$ cat src/rtl/window_scan_ctrl.sv
// Raster-scan window fetch controller: walks every output pixel, issues KSIZE x KSIZE
// edge-clamped reads at one per cycle, and hands each result to the plotter via ready/valid.
module window_scan_ctrl #(
  parameter int unsigned IMG_W  = 160,
  parameter int unsigned IMG_H  = 120,
  parameter int unsigned KSIZE  = 3,
  parameter int unsigned RD_LAT = 1,
  parameter int unsigned X_W    = 8,
  parameter int unsigned Y_W    = 7
) (
  input  logic                     clock,
  input  logic                     reset,
  input  logic                     start,
  input  logic [2:0]               mode_in,
  output logic [2:0]               mode,
  output logic                     busy,
  output logic                     done,
  output logic                     rd_en,
  output logic [X_W-1:0]           rd_x,
  output logic [Y_W-1:0]           rd_y,
  output logic [KSIZE*KSIZE-1:0]   tap_ld,
  output logic                     plot,
  input  logic                     plot_ready,
  output logic [X_W-1:0]           out_x,
  output logic [Y_W-1:0]           out_y
);

  localparam int unsigned NTAP = KSIZE * KSIZE;
  localparam int unsigned R    = (KSIZE - 1) / 2;
  localparam int unsigned K_W  = $clog2(NTAP);
  localparam int unsigned C_W  = $clog2(KSIZE);
  localparam int unsigned L_W  = $clog2(RD_LAT + 1);
  localparam int unsigned XS_W = X_W + 1;
  localparam int unsigned YS_W = Y_W + 1;

  typedef enum logic [2:0] {
    S_IDLE   = 3'd0,
    S_FETCH  = 3'd1,
    S_DRAIN  = 3'd2,
    S_SETTLE = 3'd3,
    S_PLOT   = 3'd4,
    S_DONE   = 3'd5
  } state_e;

  state_e           state_q, state_d;
  logic [X_W-1:0]   x_q, x_d;
  logic [Y_W-1:0]   y_q, y_d;
  logic [K_W-1:0]   k_q, k_d;
  logic [C_W-1:0]   col_q, col_d;
  logic [C_W-1:0]   row_q, row_d;
  logic [L_W-1:0]   lat_q, lat_d;
  logic [2:0]       mode_q, mode_d;
  logic             rd_en_q, rd_en_d;
  logic [X_W-1:0]   rd_x_q, rd_x_d;
  logic [Y_W-1:0]   rd_y_q, rd_y_d;
  logic             busy_q, busy_d;
  logic             done_q, done_d;
  logic             plot_q, plot_d;
  logic [X_W-1:0]   out_x_q, out_x_d;
  logic [Y_W-1:0]   out_y_q, out_y_d;
  logic [NTAP-1:0]  tap_hot_d;
  logic [NTAP-1:0]  ld_pipe_q [RD_LAT];
  logic             last_pix;

  // Replicate edge pixels: offset is applied one bit wider and signed, then pinned to the frame.
  function automatic logic [X_W-1:0] clamp_x(input logic [X_W-1:0] base, input logic [C_W-1:0] off);
    logic signed [XS_W-1:0] s;
    s = $signed({1'b0, base}) + $signed(XS_W'(off)) - $signed(XS_W'(R));
    if (s[XS_W-1])                            return '0;
    else if (s > $signed(XS_W'(IMG_W - 1)))   return X_W'(IMG_W - 1);
    else                                      return X_W'(s);
  endfunction

  function automatic logic [Y_W-1:0] clamp_y(input logic [Y_W-1:0] base, input logic [C_W-1:0] off);
    logic signed [YS_W-1:0] s;
    s = $signed({1'b0, base}) + $signed(YS_W'(off)) - $signed(YS_W'(R));
    if (s[YS_W-1])                            return '0;
    else if (s > $signed(YS_W'(IMG_H - 1)))   return Y_W'(IMG_H - 1);
    else                                      return Y_W'(s);
  endfunction

  assign last_pix = (x_q == X_W'(IMG_W - 1)) && (y_q == Y_W'(IMG_H - 1));

  // Next-state, counters and pixel walk.
  always_comb begin
    state_d = state_q;
    x_d     = x_q;
    y_d     = y_q;
    k_d     = k_q;
    col_d   = col_q;
    row_d   = row_q;
    lat_d   = lat_q;
    mode_d  = mode_q;
    case (state_q)
      S_IDLE: begin
        if (start) begin
          state_d = S_FETCH;
          mode_d  = mode_in;
          x_d     = '0;
          y_d     = '0;
          k_d     = '0;
          col_d   = '0;
          row_d   = '0;
        end
      end
      S_FETCH: begin
        if (k_q == K_W'(NTAP - 1)) begin
          state_d = S_DRAIN;
          lat_d   = '0;
        end else begin
          k_d = k_q + K_W'(1);
          if (col_q == C_W'(KSIZE - 1)) begin
            col_d = '0;
            row_d = row_q + C_W'(1);
          end else begin
            col_d = col_q + C_W'(1);
          end
        end
      end
      S_DRAIN: begin
        if (lat_q == L_W'(RD_LAT - 1)) state_d = S_SETTLE;
        else                           lat_d   = lat_q + L_W'(1);
      end
      S_SETTLE: state_d = S_PLOT;
      S_PLOT: begin
        if (plot_ready) begin
          if (last_pix) begin
            state_d = S_DONE;
          end else begin
            state_d = S_FETCH;
            k_d     = '0;
            col_d   = '0;
            row_d   = '0;
            if (x_q == X_W'(IMG_W - 1)) begin
              x_d = '0;
              y_d = y_q + Y_W'(1);
            end else begin
              x_d = x_q + X_W'(1);
            end
          end
        end
      end
      S_DONE:  state_d = S_IDLE;
      default: state_d = S_IDLE;
    endcase
  end

  // Outputs are decoded from the next state so every port comes straight from a flop.
  always_comb begin
    rd_en_d   = (state_d == S_FETCH);
    rd_x_d    = '0;
    rd_y_d    = '0;
    if (rd_en_d) begin
      rd_x_d = clamp_x(x_d, col_d);
      rd_y_d = clamp_y(y_d, row_d);
    end
    busy_d    = (state_d == S_FETCH) || (state_d == S_DRAIN) ||
                (state_d == S_SETTLE) || (state_d == S_PLOT);
    done_d    = (state_d == S_DONE);
    plot_d    = (state_d == S_PLOT);
    out_x_d   = (state_d == S_IDLE) ? '0 : x_d;
    out_y_d   = (state_d == S_IDLE) ? '0 : y_d;
    tap_hot_d = rd_en_q ? (NTAP'(1) << k_q) : '0;
  end

  always_ff @(posedge clock) begin
    if (reset) begin
      state_q <= S_IDLE;
      x_q     <= '0;
      y_q     <= '0;
      k_q     <= '0;
      col_q   <= '0;
      row_q   <= '0;
      lat_q   <= '0;
      mode_q  <= '0;
      rd_en_q <= 1'b0;
      rd_x_q  <= '0;
      rd_y_q  <= '0;
      busy_q  <= 1'b0;
      done_q  <= 1'b0;
      plot_q  <= 1'b0;
      out_x_q <= '0;
      out_y_q <= '0;
      for (int unsigned i = 0; i < RD_LAT; i++) ld_pipe_q[i] <= '0;
    end else begin
      state_q <= state_d;
      x_q     <= x_d;
      y_q     <= y_d;
      k_q     <= k_d;
      col_q   <= col_d;
      row_q   <= row_d;
      lat_q   <= lat_d;
      mode_q  <= mode_d;
      rd_en_q <= rd_en_d;
      rd_x_q  <= rd_x_d;
      rd_y_q  <= rd_y_d;
      busy_q  <= busy_d;
      done_q  <= done_d;
      plot_q  <= plot_d;
      out_x_q <= out_x_d;
      out_y_q <= out_y_d;
      // Tap strobe delay line matches the memory read latency.
      ld_pipe_q[0] <= tap_hot_d;
      for (int unsigned i = 1; i < RD_LAT; i++) ld_pipe_q[i] <= ld_pipe_q[i-1];
    end
  end

  assign mode   = mode_q;
  assign busy   = busy_q;
  assign done   = done_q;
  assign rd_en  = rd_en_q;
  assign rd_x   = rd_x_q;
  assign rd_y   = rd_y_q;
  assign tap_ld = ld_pipe_q[RD_LAT-1];
  assign plot   = plot_q;
  assign out_x  = out_x_q;
  assign out_y  = out_y_q;

endmodule

$ cat config.mk
export PLATFORM = sky130hd
export DESIGN_NAME = window_scan_ctrl
export DESIGN_NICKNAME = d
export VERILOG_FILES = /design/src/rtl/window_scan_ctrl.sv
export SDC_FILE = /design/constraint.sdc
export NUM_CORES = 1
export LEC_CHECK = 0
export CAP_MARGIN = 20
export CELL_PAD_IN_SITES_DETAIL_PLACEMENT = 1
export CELL_PAD_IN_SITES_GLOBAL_PLACEMENT = 1
export CORE_MARGIN = 5
export CORE_UTILIZATION = 37
export DETAILED_ROUTE_END_ITERATION = 16
export PLACE_DENSITY = 0.86
export SLEW_MARGIN = 0
export SYNTH_ARGS = -nofsm -noshare
export SYNTH_HDL_FRONTEND = slang
export SYNTH_SLANG_ARGS = --single-unit
$ cat constraint.sdc
create_clock -name clock -period 3.6 [get_ports clock]
set_input_delay 0.54 -clock clock [delete_from_list [all_inputs] [get_ports clock]]
set_output_delay 0.54 -clock clock [all_outputs]
set_load 0.01 [all_outputs]
==> results of run 1 <==
==> flip-flops by register name, indices dropped and copies added (netlist names), 3 cells and up <==
name,cells
k_q,4
ld_pipe_q,9
mode,3
out_x,8
out_y,7
rd_x,8
rd_y,7
state_q,3
x_q,8
y_q,7
==> metrics by stage <==
| step | hold slack (ns) | total power [W] |
|---|---|---|
| floorplan | 0.460 | 0.000955 |
| global placement | 0.475 | 0.00104 |
| detailed placement | 0.507 | 0.00106 |
| CTS | 0.498 | 0.00191 |
| global route | 0.529 | 0.00203 |
| finish | 0.527 | 0.00199 |
==> worst max-delay path: cells and delay by family, from the launching register on <==
kind	cells	cell delay (ns)
flops	1	0.37
fa+ha+maj	3	0.71
compound gates	3	0.90
simple gates	6	1.58
buf+inv	3	0.29
==> power breakdown <==
part	switching [W]	leakage, nW	internal [W]
sequential	0.0000102	0.590	0.000807
clock	0.000364	0.123	0.000483
combinational	0.000180	1.91	0.000145
total	0.000555	2.62	0.00143
==> kinds of logic (layout without fill, tap and decap cells) <==
group,Yosys count,after routing,share of synthesized area
AOI/OAI and AO/OA,102,102,0.187
xor gates and xnor gates,6,6,0.0180
and+or+nand+nor,169,169,0.263
buffers and inverters,44,235,0.0454
adders and majority gates,25,25,0.0875
DFF,72,72,0.385
muxes,5,5,0.0147
==> routing by layer <==
metal / vias to the layer above / global-route usage
met5: - / 0
met1: 2316 / 0.312
met2: 352 / 0.524
met4: 0 / 0.197
met3: 151 / 0.0667
li1: 1901 / -
==> synthesized netlist by cell type (5+ instances only) <==
library cell   n
and3_1         6
nor2_1        47
nor3b_1        5
a211oi_1      11
and2_1        17
nand3_1       13
dfxtp_1       72
a31oi_1        5
ha_1          23
clkbuf_1       9
nand2_1       14
o21ai_0       22
nand2b_1       7
inv_1         31
nor3_1        12
nor2b_1        5
a21oi_1       23
==> how the worst max path moves through the flow <==
stage	from	end	slack (ns)	cells past startpoint
detailed placement	plot_ready	rd_x[2]	-0.75	16
global placement	plot_ready	rd_y[3]	-0.49	11
CTS	y_q[0]	rd_x[6]	-0.08	16
finish	state_q[0]	rd_x[6]	-0.34	15
global route	state_q[0]	rd_x[6]	-0.45	16
floorplan	y_q[0]	rd_x[0]	-0.01	17
==> area by class of cell <==
cell class / instances / area [um^2]
flip-flops and latches: 72 / 1470
multi-input cells: 307 / 2660
repair buffers: 188 / 1590
clock inverters: 6 / 115
fillers: 1116 / 3550
clock buffers: 10 / 138
well taps: 133 / 166
inverters: 31 / 124
==> what timing repair did <==
action | CTS | global route
endpoints found under the setup margin | 15 | 15
resized for setup | 105 | 38
pin swaps | 42 | 31
buffers inserted | 25 | 11
==> results by group, run 1 <==
Final layout
  • Most frequent cells in the layout: buf_4 (126), dfxtp_1 (60), clkdlybuf4s50_1 (50)
  • # nets final: 641
  • Most common cell after layout, fill and taps aside: buf_4
  • Antenna diode count: 0
  • Final Util: 0.638
  • Final instance area: 6270 um^2
  • Non-filler cells, final: 747
  • Area Overhead vs Synth: 67.3%
  • Layout cells sized above 1: 0.436

Floorplan
  • Die Footprint: 12200 um^2
  • Die Height: 111 um
  • Initial core utilization: 0.381
  • I/O Pins: 53
  • Die Span X: 111 um
  • Placeable Area: 9820 um^2
  • # rows: 36

Drt
  • Wl on met1: 7540 um
  • DR DRC count: 0
  • WL/cell: 28.2 um
  • Pre-antenna DRT Iters: 5
  • Max Used Layer: met4
  • Met3 WL: 1660 um
  • Initial DRC Count: 538
  • Met2 routed WL: 10100 um
  • Vias post-DR: 4720
  • Routed WL: 21100 um
  • Vias/cell: 6.32
  • Final ANT Viol Nets: 0

GRT
  • Initial antenna violation count: 0
  • All-layer global routing usage: 0.296
  • Pin count of the biggest net entering global routing: 33
  • Vias in the first global route: 4983
  • Total gr overflow: 0
  • First-pass GRT wire length: 28700 um

Yosys
  • Post-synth top area cell: dfxtp_1
  • Ranking of synthesized cells by area: dfxtp_1 (38%), ha_1 (7.7%), nor2_1 (4.7%)
  • Mean post-synth cell area: 8.86 um^2
  • Synth Instances: 423
  • Synth top area share: 0.385
  • Share of flip-flops with an asynchronous set or reset: 0
  • Post-synthesis cell area: 3750 um^2
  • #FFs+latches synth: 72
  • Synth Flop Type: dfxtp_1
  • Syn nets: 455
  • Post-synth EDFFs: 0
  • Register area share after synthesis: 0.385
  • Unique cell type count in the Yosys netlist: 72
  • Yosys warns: 0

STA
  • Final setup margin: -0.339 ns
  • Relative slew slack: 0.334
  • Fin crit period: 3.94 ns
  • Setup TNS: -3.78 ns
  • Final Hold Fails: 0
  • Slew @ Worst Pin: 0.996 ns
  • Skew final: 0.0213 ns
  • Final setup vio count: 15
  • Fmax: 254 MHz
  • RSZ-0062 raised after global routing: yes
  • Tcrit/Tclk final: 1.09
  • Pins over their slew limit: 0

Worst setup path
  • Critical Path End Type: flop
  • Worst path max stage delay: 0.40 ns
  • Slowest-stage cell, CP: or3_4
  • Crit Path Class: flop to flop
  • R2r endpoint: rd_x[6]
  • R2R Path Start: state_q[0]
  • Crit start category: flop
  • Crit path required time: 3.87 ns
  • FF-to-FF setup slack: -0.34 ns
  • Crit path cell chain: buf_4, nor3b_2, nand2_1, or3_4, and2_4, ha_4, inv_2, ha_4, inv_2, fa_2, nand2b_4, a211o_1, a311oi_2, a2111o_1, nor4b_4
  • CP Max Fanout: 6
  • CP arrival: 4.21 ns
  • R2R depth: 15

CTS
  • Clock tree buffer depth: 2
  • CTS tree: yes
  • CTS Buf Count: 9
  • Clk slew on worst S/H paths: 0.08 ns
  • Clk Latency, worst-skew pair: 0.38 ns
  • Root buffer cell: clkbuf_8
  • H-tree depth: 3
  • Clock Sinks: 72
  • Hold_buf cts: 0

Placed design
  • Placed Cells incl. Taps: 696
  • DP Worst Slack: -0.753 ns
  • Post-DP HPWL: 10200 um
  • # port buffers: 52
  • Final GP Congestion: 0.895
  • DP Area: 5180 um^2

Power
  • Leakage power: 2.62 nW
  • Maximum VDD drop: 0.000304 V
  • PwrDens: 318 nW/um^2

Outcome
  • Outcome: complete, but fails checks
  • Failing checks: setup timing

Hold path
  • Hold Path Depth: 1
  • Hold_sp: rd_en
  • Hold Crit Class: flop to flop
  • Hold EP: ld_pipe_q[0][8]

Job
  • Max-cap viol count: 0
No activity file was read; power rests on OpenSTA's default activity.
==> run 2: changes to the inputs <==
--- a/config.mk
+++ b/config.mk
@@ -12,6 +12,8 @@
 export CORE_UTILIZATION = 37
 export DETAILED_ROUTE_END_ITERATION = 16
 export PLACE_DENSITY = 0.86
+export REMOVE_ABC_BUFFERS = 1
+export SETUP_SLACK_MARGIN = 0.15
 export SLEW_MARGIN = 0
 export SYNTH_ARGS = -nofsm -noshare
 export SYNTH_HDL_FRONTEND = slang
==> run 2 against run 1 <==
The run still ends with setup timing left. Utilization up 2.8 points. Design area increased by 4.4%. First-iteration DRC count is 30% lower. Clock-buffer cell count rose by 1. Total power shrank 4.9%. Critical endpoint is now rd_x[4].
==> results by group, run 2 (same netlist as run 1, synthesis figures left out) <==
Outcome
  • Outcome: complete, but fails checks
  • Failing checks: setup timing

Worst setup path
  • FF-to-FF setup slack: -0.30 ns
  • CP arrival: 4.18 ns
  • Crit Path Class: flop to flop
  • CP Max Fanout: 6
  • Critical Path End Type: flop
  • R2r endpoint: rd_x[4]
  • R2R Path Start: state_q[0]
  • Crit path required time: 3.88 ns
  • Crit start category: flop
  • R2R depth: 15

Drt
  • Final ANT Viol Nets: 0
  • WL/cell: 28.8 um
  • Vias/cell: 6.28
  • DR DRC count: 0
  • Pre-antenna DRT Iters: 5
  • Vias post-DR: 4910
  • Routed WL: 22500 um
  • Initial DRC Count: 377

Floorplan
  • Die Span X: 111 um
  • Die Footprint: 12200 um^2
  • Die Height: 111 um
  • # rows: 36
  • Placeable Area: 9820 um^2
  • I/O Pins: 53
  • Initial core utilization: 0.381

CTS
  • Clk slew on worst S/H paths: 0.07 ns
  • H-tree depth: 3
  • CTS tree: yes
  • CTS Buf Count: 9
  • Root buffer cell: clkbuf_8
  • Hold_buf cts: 0
  • Clock tree buffer depth: 2
  • Clock Sinks: 72
  • Clk Latency, worst-skew pair: 0.38 ns

Final layout
  • Most frequent cells in the layout: buf_4 (153), dfxtp_1 (63), clkdlybuf4s50_1 (50)
  • Multi-input gate area: 2690 um^2
  • Reg with most FFs: ld_pipe_q
  • # nets final: 678
  • Non-filler cells, final: 782
  • # fillers: 1107
  • Antenna diode count: 0
  • Layout cells sized above 1: 0.471
  • Number of flip-flops in the largest register: 9
  • Area Overhead vs Synth: 74.6%
  • Most common cell after layout, fill and taps aside: buf_4
  • Total area of sequential cells: 1460 um^2

GRT
  • Initial antenna violation count: 0
  • Total gr overflow: 0
  • All-layer global routing usage: 0.298
  • Pin count of the biggest net entering global routing: 33
  • Vias in the first global route: 5019
  • First-pass GRT wire length: 28800 um

Hold path
  • Hold_sp: mode[0]
  • Hold Crit Class: flop to flop
  • Hold Path Depth: 2
  • Hold EP: mode[0]

STA
  • Fin crit period: 3.90 ns
  • Final setup vio count: 15
  • Relative slew slack: 0.507
  • RSZ-0062 raised after global routing: yes
  • Slew @ Worst Pin: 0.740 ns
  • Pins over their slew limit: 0
  • Fmax: 256 MHz
  • Tcrit/Tclk final: 1.08
  • Setup TNS: -3.04 ns
  • Final setup margin: -0.300 ns
  • Skew final: 0.0147 ns
  • Final Hold Fails: 0

Power
  • Maximum VDD drop: 0.000432 V
  • Power Total: 0.00189 W
  • Leakage power: 2.80 nW
  • PwrDens: 289 nW/um^2

Placed design
  • DP Worst Slack: -0.993 ns
  • Final GP Congestion: 0.893
  • # port buffers: 52
  • Placed Cells incl. Taps: 715
  • Post-DP HPWL: 10700 um

Job
  • Max-cap viol count: 0
[run 2: cell count changes in the layout (fill, tap and decap cells not counted), moves of 3 or more]
cell	previous run	this run
buf_6	8	20
nor3b_1	4	1
dfxtp_1	60	63
o21ai_4	5	1
buf_4	126	153
o21ai_2	3	7
[run 2: stage by stage]
stage | utilization | hold WS [ns] | cell area, um^2
after floorplan | - | 0.454 | 3690
after global placement | 0.538 | 0.474 | 5280
after detailed placement | 0.538 | 0.510 | 5280
after CTS | 0.619 | 0.518 | 6080
after global routing | 0.666 | 0.548 | 6540
final | 0.666 | 0.517 | 6540
[run 2: worst max path at each step]
stage | from | to | slack, ns | cells past startpoint
CTS | x_q[0] | rd_x[6] | -0.05 | 16
floorplan | state_q[2] | rd_x[0] | -0.19 | 15
global route | y_q[1] | rd_x[4] | -0.40 | 16
detailed placement | start | rd_x[1] | -0.99 | 17
global placement | start | rd_x[0] | -0.61 | 17
finish | state_q[0] | rd_x[4] | -0.30 | 15
[run 2: final cells by class]
cell class,count,share of cell area
multi-input cells,307,0.411
flip-flops and latches,72,0.224
inverters,31,0.0186
clock inverters,3,0.0103
well taps,133,0.0254
clock buffers,11,0.0216
repair buffers,225,0.289
[run 2: worst max-delay path, stage by stage (launching register included)]
cell and delay (ns):
dfxtp_4 0.38, buf_4 0.13, nor3b_2 0.33, nand2_2 0.15, or3_4 0.37, and2_4 0.16, ha_2 0.18, inv_2 0.07
ha_4 0.14, inv_2 0.04, fa_2 0.37, nand2b_4 0.19, a2111oi_4 0.33, a311oi_2 0.10, a2111o_1 0.57, a211oi_2 0.30
[run 2: where the power goes]
group / leakage [nW] / switching (W) / internal, W / total (W)
combinational: 2.11 / 0.000179 / 0.000152 / 0.000330
sequential: 0.588 / 0.0000106 / 0.000808 / 0.000818
clock: 0.101 / 0.000341 / 0.000402 / 0.000743
total: 2.80 / 0.000530 / 0.00136 / 0.00189
[run 2: repair_timing]
item,CTS,global route
setup buffers,32,21
setup endpoints to repair,15,15
pin swaps,37,46
resized for setup,90,67
[run 2: per-layer routing]
layer  track usage  vias to the layer above  wire [um]
li1              -                     1975          -
met1         0.322                     2405       8210
met2         0.531                      370      10900
met3        0.0689                      160       1720
met4         0.170                        0       1750
met5             0                        -          0
==> run 3: changes to the inputs <==
--- a/config.mk
+++ b/config.mk
@@ -8,8 +8,10 @@
 export CAP_MARGIN = 20
 export CELL_PAD_IN_SITES_DETAIL_PLACEMENT = 1
 export CELL_PAD_IN_SITES_GLOBAL_PLACEMENT = 1
+export CORE_ASPECT_RATIO = 0.8
 export CORE_MARGIN = 5
 export CORE_UTILIZATION = 37
+export CTS_BUF_LIST = sky130_fd_sc_hd__clkbuf_8 sky130_fd_sc_hd__clkbuf_16
 export DETAILED_ROUTE_END_ITERATION = 16
 export PLACE_DENSITY = 0.86
 export REMOVE_ABC_BUFFERS = 1
==> run 3 against run 2 <==
The flow still finishes with violations (setup timing). Routed wire length is 10% lower. Critical path depth grew 2. Clock skew fell by 0.0047 ns. Total power increased by 5.6%. Cell count decreased by 2.9%. Combinational power up 5%. Utilization decreased by 2.3 points. Sequential power barely moved. Global-route usage is 0.39 points lower. Clock-buffer cell count decreased by 1. Clock power is 12% higher. Register-to-register slack got worse by 0.08 ns. Largest power group is now clock.
==> results by group, run 3 (same netlist as run 1, synthesis figures left out) <==
GRT
  • GRT met1 Usage: 0.337
  • M3 GR Usage: 0.0766
  • GR Util met2: 0.497
  • First-pass GRT wire length: 27600 um
  • Vias in the first global route: 4793
  • GRT busiest layer: met2
  • Total gr overflow: 0
  • All-layer global routing usage: 0.294
  • Initial antenna violation count: 0
  • Pin count of the biggest net entering global routing: 33

STA
  • Pins over their slew limit: 0
  • Final setup margin: -0.378 ns
  • Fmax: 251 MHz
  • Final setup vio count: 15
  • WHS: 0.502 ns
  • Slew @ Worst Pin: 0.714 ns
  • Fin crit period: 3.98 ns
  • Setup TNS: -3.24 ns
  • Final Hold Fails: 0
  • Relative slew slack: 0.524
  • Skew final: 0.00996 ns
  • RSZ-0062 raised after global routing: yes
  • Tcrit/Tclk final: 1.10

CTS
  • Root buffer cell: clkbuf_16
  • Hold_buf cts: 0
  • CTS tree: yes
  • CTS Buf Count: 9
  • Clock Sinks: 72
  • Clk slew on worst S/H paths: 0.06 ns
  • Clk Latency, worst-skew pair: 0.36 ns
  • Clock tree buffer depth: 2
  • H-tree depth: 3

Worst setup path
  • CP arrival: 4.24 ns
  • FF-to-FF setup slack: -0.38 ns
  • Crit Path Class: flop to flop
  • WP buf/inv: 4
  • R2R Path Start: y_q[0]
  • CP Max Fanout: 6
  • R2r endpoint: rd_x[1]
  • CP top delay family: compound AO/OA/AOI/OAI gates
  • Worst path max stage delay: 0.55 ns
  • Crit start category: flop
  • Critical path's most frequent cell: ha_4
  • Critical Path End Type: flop
  • Crit path required time: 3.87 ns
  • Crit path cell chain: ha_4, and2_4, buf_6, a41oi_4, o21ai_4, a22oi_2, ha_4, inv_4, ha_4, inv_2, fa_2, nand2b_4, a2111oi_4, a311oi_2, a2111o_1, buf_4, a211oi_2
  • Slowest-stage cell, CP: a2111o_1
  • Worst Setup SP: y_q[0]
  • Critical path depth in cells: 17
  • R2R depth: 17

Outcome
  • Failing checks: setup timing
  • Outcome: complete, but fails checks

Drt
  • Vias/cell: 6.07
  • Initial DRC Count: 483
  • Final ANT Viol Nets: 0
  • Pre-antenna DRT Iters: 5
  • Routed WL: 20300 um
  • WL/cell: 26.7 um
  • DR DRC count: 0
  • Vias post-DR: 4608

Floorplan
  • Die Span X: 122 um
  • Die Footprint: 12200 um^2
  • Placeable Area: 9770 um^2
  • # rows: 32
  • Initial core utilization: 0.383
  • Die Height: 100 um
  • I/O Pins: 53

Final layout
  • Most common cell after layout, fill and taps aside: buf_4
  • # nets final: 652
  • Layout cells sized above 1: 0.427
  • Final instance area: 6290 um^2
  • Non-filler cells, final: 759
  • Number of flip-flops in the largest register: 9
  • Most frequent cells in the layout: buf_4 (136), dfxtp_1 (64), clkdlybuf4s50_1 (50)
  • Antenna diode count: 0
  • Area Overhead vs Synth: 67.8%
  • Reg with most FFs: ld_pipe_q

Power
  • PwrDens: 318 nW/um^2
  • Leakage power: 2.66 nW
  • Power Total: 0.00200 W
  • Maximum VDD drop: 0.000368 V

Placed design
  • Final GP Congestion: 0.992
  • DP Area: 5220 um^2
  • Placed Cells incl. Taps: 708
  • Post-DP HPWL: 10400 um
  • # port buffers: 52

Hold path
  • Hold_sp: state_q[2]
  • Hold Path Depth: 1
  • Hold Crit Class: flop to flop
  • Hold EP: state_q[1]

Job
  • Max-cap viol count: 0
## run 3: how the worst max path moves through the flow
stage | endpoint | slack [ns]
6_report | rd_x[1] | -0.38
3_5_place_dp | rd_x[0] | -0.97
5_1_grt | rd_x[2] | -0.40
4_1_cts | rd_x[0] | -0.20
3_3_place_gp | rd_x[0] | -0.60
2_1_floorplan | rd_x[0] | -0.19
## run 3: worst reg2reg max path, delay by kind of cell, from the launching register on
family | cells | cell delay, ns
buffers and inverters | 4 | 0.41
AO/OA/AOI/OAI | 7 | 1.86
adder cells (fa/ha/maj) | 4 | 0.92
AND/OR/NAND/NOR | 2 | 0.37
flip-flops | 1 | 0.35
## run 3: stage by stage
step                      utilization  setup slack [ns]
after floorplan                     -            -0.194
after global placement          0.534            -0.595
after detailed placement        0.534            -0.967
after CTS                       0.605            -0.198
after global routing            0.644            -0.396
final                           0.644            -0.378
## run 3: routing by layer
| metal | part of all wire | up-vias | routed length [um] |
|---|---|---|---|
| met5 | 0 | - | 0 |
| met4 | 0.059 | 0 | 1200 |
| met3 | 0.080 | 122 | 1630 |
| met2 | 0.48 | 336 | 9750 |
| met1 | 0.38 | 2221 | 7700 |
| li1 | - | 1929 | - |
## run 3: final cells by class
class / instances / area, um^2
Clock buffer: 10 / 239
Clock inverter: 4 / 23.8
Fill cell: 1106 / 3480
Inverter: 31 / 119
Multi-Input combinational cell: 307 / 2610
Sequential cell: 72 / 1460
Tap cell: 136 / 170
Timing Repair Buffer: 199 / 1670
## run 3: timing repair
item | 4_1_cts | 5_1_grt
pin swaps | 29 | 28
resized for setup | 72 | 57
buffers inserted | 19 | 18
setup endpoints to repair | 15 | 15
## run 3: report_power, final
part / internal [W] / total [W] / switching (W)
clock: 0.000473 / 0.000831 / 0.000357
combinational: 0.000163 / 0.000346 / 0.000183
sequential: 0.000810 / 0.000821 / 0.0000103
total: 0.00145 / 0.00200 / 0.000551
